File: src/rtl/spi_seq_defs.sv
// Shared definitions for the SPI command sequencer: opcodes, FSM states and
// instruction field positions.
package spi_seq_defs;

  localparam logic [1:0] OP_CMD   = 2'b00;
  localparam logic [1:0] OP_DATA  = 2'b01;
  localparam logic [1:0] OP_DELAY = 2'b10;
  localparam logic [1:0] OP_END   = 2'b11;

  localparam int OPCODE_MSB  = 9;
  localparam int OPCODE_LSB  = 8;
  localparam int PAYLOAD_MSB = 7;
  localparam int PAYLOAD_LSB = 0;

  typedef enum logic [2:0] {
    ST_IDLE   = 3'd0,
    ST_FETCH  = 3'd1,
    ST_DECODE = 3'd2,
    ST_SEND   = 3'd3,
    ST_DELAY  = 3'd4,
    ST_DONE   = 3'd5
  } seq_state_t;

endpackage

File: src/rtl/seq_delay_timer.sv
// Programmable delay timer: a prescaler that wraps every DELAY_UNIT cycles
// and an 8-bit unit down-counter. 'expired' is high during the final cycle
// of the programmed delay so the caller can leave on that same edge.
module seq_delay_timer #(
  parameter int DELAY_UNIT = 1000
) (
  input  logic       clk,
  input  logic       rst_n,
  input  logic       load,
  input  logic [7:0] units,
  output logic       expired
);

  localparam int PRE_W = (DELAY_UNIT > 1) ? $clog2(DELAY_UNIT) : 1;
  localparam logic [PRE_W-1:0] PRE_RELOAD = PRE_W'(DELAY_UNIT - 1);

  logic [PRE_W-1:0] r_prescale;
  logic [7:0]       r_units;

  // Count down prescaler; each wrap consumes one unit until units reach zero.
  always_ff @(posedge clk) begin
    if (!rst_n) begin
      r_prescale <= '0;
      r_units    <= '0;
    end else if (load) begin
      r_prescale <= PRE_RELOAD;
      r_units    <= units;
    end else if (r_units != 8'd0) begin
      if (r_prescale == '0) begin
        r_prescale <= PRE_RELOAD;
        r_units    <= r_units - 8'd1;
      end else begin
        r_prescale <= r_prescale - PRE_W'(1);
      end
    end
  end

  assign expired = (r_units == 8'd1) && (r_prescale == '0);

endmodule

File: src/rtl/spi_cmd_sequencer.sv
// SPI command sequencer: walks the instruction memory from address 0, emits
// command/data bytes over a valid/ready handshake, runs programmed delays and
// stops at END or when the last address has been executed.
module spi_cmd_sequencer
  import spi_seq_defs::*;
#(
  parameter int ADDR_W     = 4,
  parameter int INSTR_W    = 10,
  parameter int DELAY_UNIT = 1000
) (
  input  logic              clk,
  input  logic              rst_n,
  input  logic              start,
  output logic [ADDR_W-1:0] memAddr,
  input  logic [INSTR_W-1:0] memData,
  output logic              txValid,
  input  logic              txReady,
  output logic [7:0]        txData,
  output logic              txDc,
  output logic              csN,
  output logic              busy,
  output logic              done
);

  localparam logic [ADDR_W-1:0] LAST_ADDR = '1;

  seq_state_t        r_state, w_stateNext;
  logic [ADDR_W-1:0] r_memAddr, w_memAddrNext;
  logic              r_txValid, w_txValidNext;
  logic [7:0]        r_txData, w_txDataNext;
  logic              r_txDc, w_txDcNext;
  logic              r_csN, w_csNNext;
  logic              r_done, w_doneNext;
  logic              w_load;
  logic              w_advance;
  logic              w_expired;
  logic [1:0]        w_opcode;
  logic [7:0]        w_payload;

  assign w_opcode  = memData[OPCODE_MSB:OPCODE_LSB];
  assign w_payload = memData[PAYLOAD_MSB:PAYLOAD_LSB];

  seq_delay_timer #(
    .DELAY_UNIT(DELAY_UNIT)
  ) u_delay_timer (
    .clk    (clk),
    .rst_n  (rst_n),
    .load   (w_load),
    .units  (w_payload),
    .expired(w_expired)
  );

  // Next-state and next-output decode; 'advance' moves to the next address or ends on exhaustion.
  always_comb begin
    w_stateNext   = r_state;
    w_memAddrNext = r_memAddr;
    w_txValidNext = r_txValid;
    w_txDataNext  = r_txData;
    w_txDcNext    = r_txDc;
    w_csNNext     = r_csN;
    w_doneNext    = r_done;
    w_load        = 1'b0;
    w_advance     = 1'b0;

    case (r_state)
      ST_IDLE, ST_DONE: begin
        if (start) begin
          w_memAddrNext = '0;
          w_doneNext    = 1'b0;
          w_csNNext     = 1'b0;
          w_stateNext   = ST_FETCH;
        end
      end
      ST_FETCH: begin
        w_stateNext = ST_DECODE;
      end
      ST_DECODE: begin
        case (w_opcode)
          OP_CMD, OP_DATA: begin
            w_txDataNext  = w_payload;
            w_txDcNext    = (w_opcode == OP_DATA);
            w_txValidNext = 1'b1;
            w_stateNext   = ST_SEND;
          end
          OP_DELAY: begin
            if (w_payload != 8'd0) begin
              w_load      = 1'b1;
              w_stateNext = ST_DELAY;
            end else begin
              w_advance = 1'b1;
            end
          end
          default: begin
            w_csNNext   = 1'b1;
            w_doneNext  = 1'b1;
            w_stateNext = ST_DONE;
          end
        endcase
      end
      ST_SEND: begin
        if (r_txValid && txReady) begin
          w_txValidNext = 1'b0;
          w_advance     = 1'b1;
        end
      end
      ST_DELAY: begin
        if (w_expired) begin
          w_advance = 1'b1;
        end
      end
      default: begin
        w_stateNext = ST_IDLE;
      end
    endcase

    if (w_advance) begin
      if (r_memAddr != LAST_ADDR) begin
        w_memAddrNext = r_memAddr + ADDR_W'(1);
        w_stateNext   = ST_FETCH;
      end else begin
        w_csNNext   = 1'b1;
        w_doneNext  = 1'b1;
        w_stateNext = ST_DONE;
      end
    end
  end

  // State and registered outputs, synchronously reset to the idle/deselected condition.
  always_ff @(posedge clk) begin
    if (!rst_n) begin
      r_state   <= ST_IDLE;
      r_memAddr <= '0;
      r_txValid <= 1'b0;
      r_txData  <= 8'd0;
      r_txDc    <= 1'b0;
      r_csN     <= 1'b1;
      r_done    <= 1'b0;
    end else begin
      r_state   <= w_stateNext;
      r_memAddr <= w_memAddrNext;
      r_txValid <= w_txValidNext;
      r_txData  <= w_txDataNext;
      r_txDc    <= w_txDcNext;
      r_csN     <= w_csNNext;
      r_done    <= w_doneNext;
    end
  end

  assign memAddr = r_memAddr;
  assign txValid = r_txValid;
  assign txData  = r_txData;
  assign txDc    = r_txDc;
  assign csN     = r_csN;
  assign done    = r_done;
  assign busy    = (r_state != ST_IDLE) && (r_state != ST_DONE);

endmodule

File: config.mk
export PLATFORM = sky130hd
export DESIGN_NAME = spi_cmd_sequencer
export DESIGN_NICKNAME = d
export VERILOG_FILES = /design/src/rtl/spi_seq_defs.sv /design/src/rtl/seq_delay_timer.sv /design/src/rtl/spi_cmd_sequencer.sv
export SDC_FILE = /design/constraint.sdc
export NUM_CORES = 1
export LEC_CHECK = 0
export ABC_AREA = 1
export CAP_MARGIN = 15
export CELL_PAD_IN_SITES_DETAIL_PLACEMENT = 1
export CELL_PAD_IN_SITES_GLOBAL_PLACEMENT = 2
export CORE_ASPECT_RATIO = 1.25
export CORE_MARGIN = 2
export CORE_UTILIZATION = 29
export DETAILED_ROUTE_END_ITERATION = 6
export PLACE_DENSITY_LB_ADDON = 0.1
export SETUP_SLACK_MARGIN = 0.02
export SLEW_MARGIN = 40
export SYNTH_ARGS = -nofsm -noshare
export SYNTH_HDL_FRONTEND = slang
export SYNTH_SLANG_ARGS = --single-unit
File: constraint.sdc
create_clock -name clk -period 1.7 [get_ports clk]
set_input_delay 0.255 -clock clk [delete_from_list [all_inputs] [get_ports clk]]
set_output_delay 0.255 -clock clk [all_outputs]
set_load 0.05 [all_outputs]
==> results.py <==
metrics = {
    "worst_hold_path": {
        "holdCritStartpoint": "txData[5]$_SDFFE_PN0P_",
        "whs_path_depth": 2,
        "hold_path_class": "reg -> reg",
        "whs_endpoint": "txData[5]$_SDFFE_PN0P_",
    },
    "timing": {
        "slew_viol_final": 0,
        "hold_viol": 0,
        "skew_ns": 0.00977,
        "min_period_ns": 1.55,
        "rsz0062_at_grt": "no",
        "worst_slack_ns": 0.152,
        "fmax_ghz": 0.646,
        "finalSetupViolCount": 0,
        "fin_crit_sh": 0.911,
        "max-slew-margin-rel": 0.597,
        "worstMarginPinSlew_ns": 0.604,
    },
    "clock_tree": {
        "htreeDepth": 2,
        "clk_latency_ns": 0.30,
        "cts_tree": "done",
        "cts.sinks": 37,
        "hold_buffers": 0,
        "clockRootBuffer": "clkbuf_8",
        "cts_buffers": 5,
        "clk_pin_slew_ns": 0.07,
        "cts_buffer_depth": 2,
    },
    "drt": {
        "vias": 2517,
        "drt-total-wl_um": 7150,
        "routed_via_density": 4.70,
        "drt_iter0_markers": 82,
        "wl_per_cell_um": 13.3,
        "dr.pass1.iters": 4,
        "ant_nets": 0,
        "drc": 0,
    },
    "placed_design": {
        "dp_hpwl_um": 5720,
        "pre_cts_ws_ns": -0.170,
        "place_congestion": 0.768,
        "placedCellCount": 528,
        "port_buffers": 30,
    },
    "floorplan": {
        "coreArea_um2": 7840,
        "initial_core_util": 0.301,
        "rows": 36,
        "io_pins": 31,
        "die_y_um": 105,
        "die-area_um2": 8870,
        "die_w_um": 84.6,
    },
    "logic_synthesis": {
        "synth_top_area_share": 0.314,
        "synth_warnings": 0,
        "yosysUniqueCellTypes": 27,
        "seq_area_frac_synth": 0.314,
        "ys_ff_latch": 37,
        "yosys.area.top_type": "dfxtp_1",
        "synthCells": 373,
        "synth.avg_cell_area_um2": 6.32,
        "netlist_top_cells_area": "dfxtp_1, nand2_1, nand3_1",
        "syn_nets": 393,
        "synth_area_um2": 2360,
    },
    "final_layout": {
        "layout_commonest_cell": "nand2_1",
        "n_antenna_cell": 0,
        "final_cells": 536,
        "area_growth_syn_to_layout_pct": 32.5,
        "final_cell_mix": "nand2_1, inv_1, buf_4",
        "fin_nets": 462,
        "drive_gt1_frac": 0.204,
    },
    "critical_path": {
        "timing.rr.end": "u_delay_timer.r_prescale[9]$_SDFFE_PN0P_",
        "critPathLaunch": "r_state[1]$_SDFFE_PN0P_",
        "r2r_slack_ns": 0.17,
        "worstPathRequired_ns": 1.44,
        "crit_type": "reg -> out",
        "worst_r2r_path_depth": 9,
        "arrival_ns": 1.29,
        "worst_path_max_delay_cell": "dfxtp_4",
        "slowest_delay_ns": 0.37,
        "end_kind": "output pin",
        "path_cells": "nor2_4, nand2_1, nand2_2, inv_1, buf_12",
        "crit_fanout": 7,
        "startpoint_type": "register",
        "r2r-start": "u_delay_timer.r_units[6]$_SDFFE_PN0P_",
    },
    "global_route": {
        "track_usage": 0.173,
        "grt_overflow": 0,
        "grt_pass1_vias": 2630,
        "grt_max_degree": 21,
        "grt_first_pass_wirelength_um": 12400,
        "antenna_found_initial": 0,
    },
    "pwr": {
        "p_leak_nw": 1.58,
        "vdd_drop_max_mv": 0.693,
        "power_density_nw_per_um2": 1800,
    },
    "run_status": {
        "outcome": "completed",
    },
    "run": {
        "cap_violations": 0,
    },
}
## cell families after synthesis
| kind of cell | after synthesis | share of synthesized area |
|---|---|---|
| and+or+nand+nor | 201 | 0.383 |
| AOI/OAI and AO/OA | 53 | 0.122 |
| buffers and inverters | 68 | 0.118 |
| adders and majority gates | 6 | 0.0319 |
| xor gates and xnor gates | 8 | 0.0297 |
| DFF | 37 | 0.314 |
## power by group
group	internal, mW	leakage (nW)	total, mW	switching [mW]
combinational	1.47	1.24	3.69	2.22
sequential	1.11	0.303	1.32	0.204
clock	0.271	0.0399	0.599	0.329
## critical path: cells and delay by family (launching register included)
family        cells  cell delay (ns)
flops             1             0.37
simple gates      3             0.36
buf+inv           2             0.27
## Yosys cell counts
cell,number
nand2_2,3
nand2_1,105
nand4_1,6
ha_1,6
o21ai_2,4
buf_2,1
nand3_2,1
nand3b_1,1
xnor2_1,5
nor2_8,1
buf_6,3
o21ai_0,18
nor3_1,1
o21a_1,1
o211ai_1,1
nand3_1,45
nor2_2,5
nor2_4,2
xor2_1,3
nand2_4,2
a21oi_1,28
inv_1,58
clkbuf_1,5
a21boi_0,1
inv_2,1
nor2_1,29
dfxtp_1,37
## sequential cells by signal (all words and copies together), names as in the netlist
name and flops:
r_state 3, txValid 1, csN 1, done 1
memAddr 4, u_delay_timer.r_prescale 10, u_delay_timer.r_units 8, txDc 1
txData 8
## metal layers
| metal | track usage | vias up | routed length, um |
|---|---|---|---|
| met1 | 0.213 | 1172 | 3320 |
| met3 | 0.0253 | 6 | 131 |
| met5 | 0 | - | 0 |
| met2 | 0.305 | 24 | 3610 |
| met4 | 0.0544 | 0 | 95 |
| li1 | - | 1315 | - |
## cell type report
class	instances	area, um2
flip-flops and latches	37	747
multi-input cells	269	1380
repair buffers	70	583
clock inverters	1	5.00
well taps	95	119
inverters	59	221
fillers	1060	4720
clock buffers	5	68.8
## repair_timing
item	4_1_cts	5_1_grt
pin swaps	0	2
endpoints found under the setup margin	3	24
resized for setup	4	8
buffers inserted	0	1
gates cloned	0	1
## per-stage QoR
step	area [um2]	setup TNS, ns	hold WS, ns	utilization	power (mW)
global placement	2990	-0.736	0.432	0.382	4.82
finish	3120	0	0.448	0.398	5.61
global route	3120	0	0.477	0.398	6.19
floorplan	2360	0	0.393	-	3.82
detailed placement	2990	-1.44	0.442	0.382	4.88
CTS	3080	0	0.455	0.393	5.55
## how the worst max path moves through the flow
stage	end	slack, ns
after CTS	busy	0.04
after floorplan	memAddr[2]$_SDFF_PN0_	0.07
after global routing	u_delay_timer.r_prescale[7]$_SDFFE_PN0P_	0.02
after global placement	r_state[0]$_SDFFE_PN0P_	-0.12
final	busy	0.15
after detailed placement	r_state[0]$_SDFFE_PN0P_	-0.17
Power figures use the tool's default switching activity.
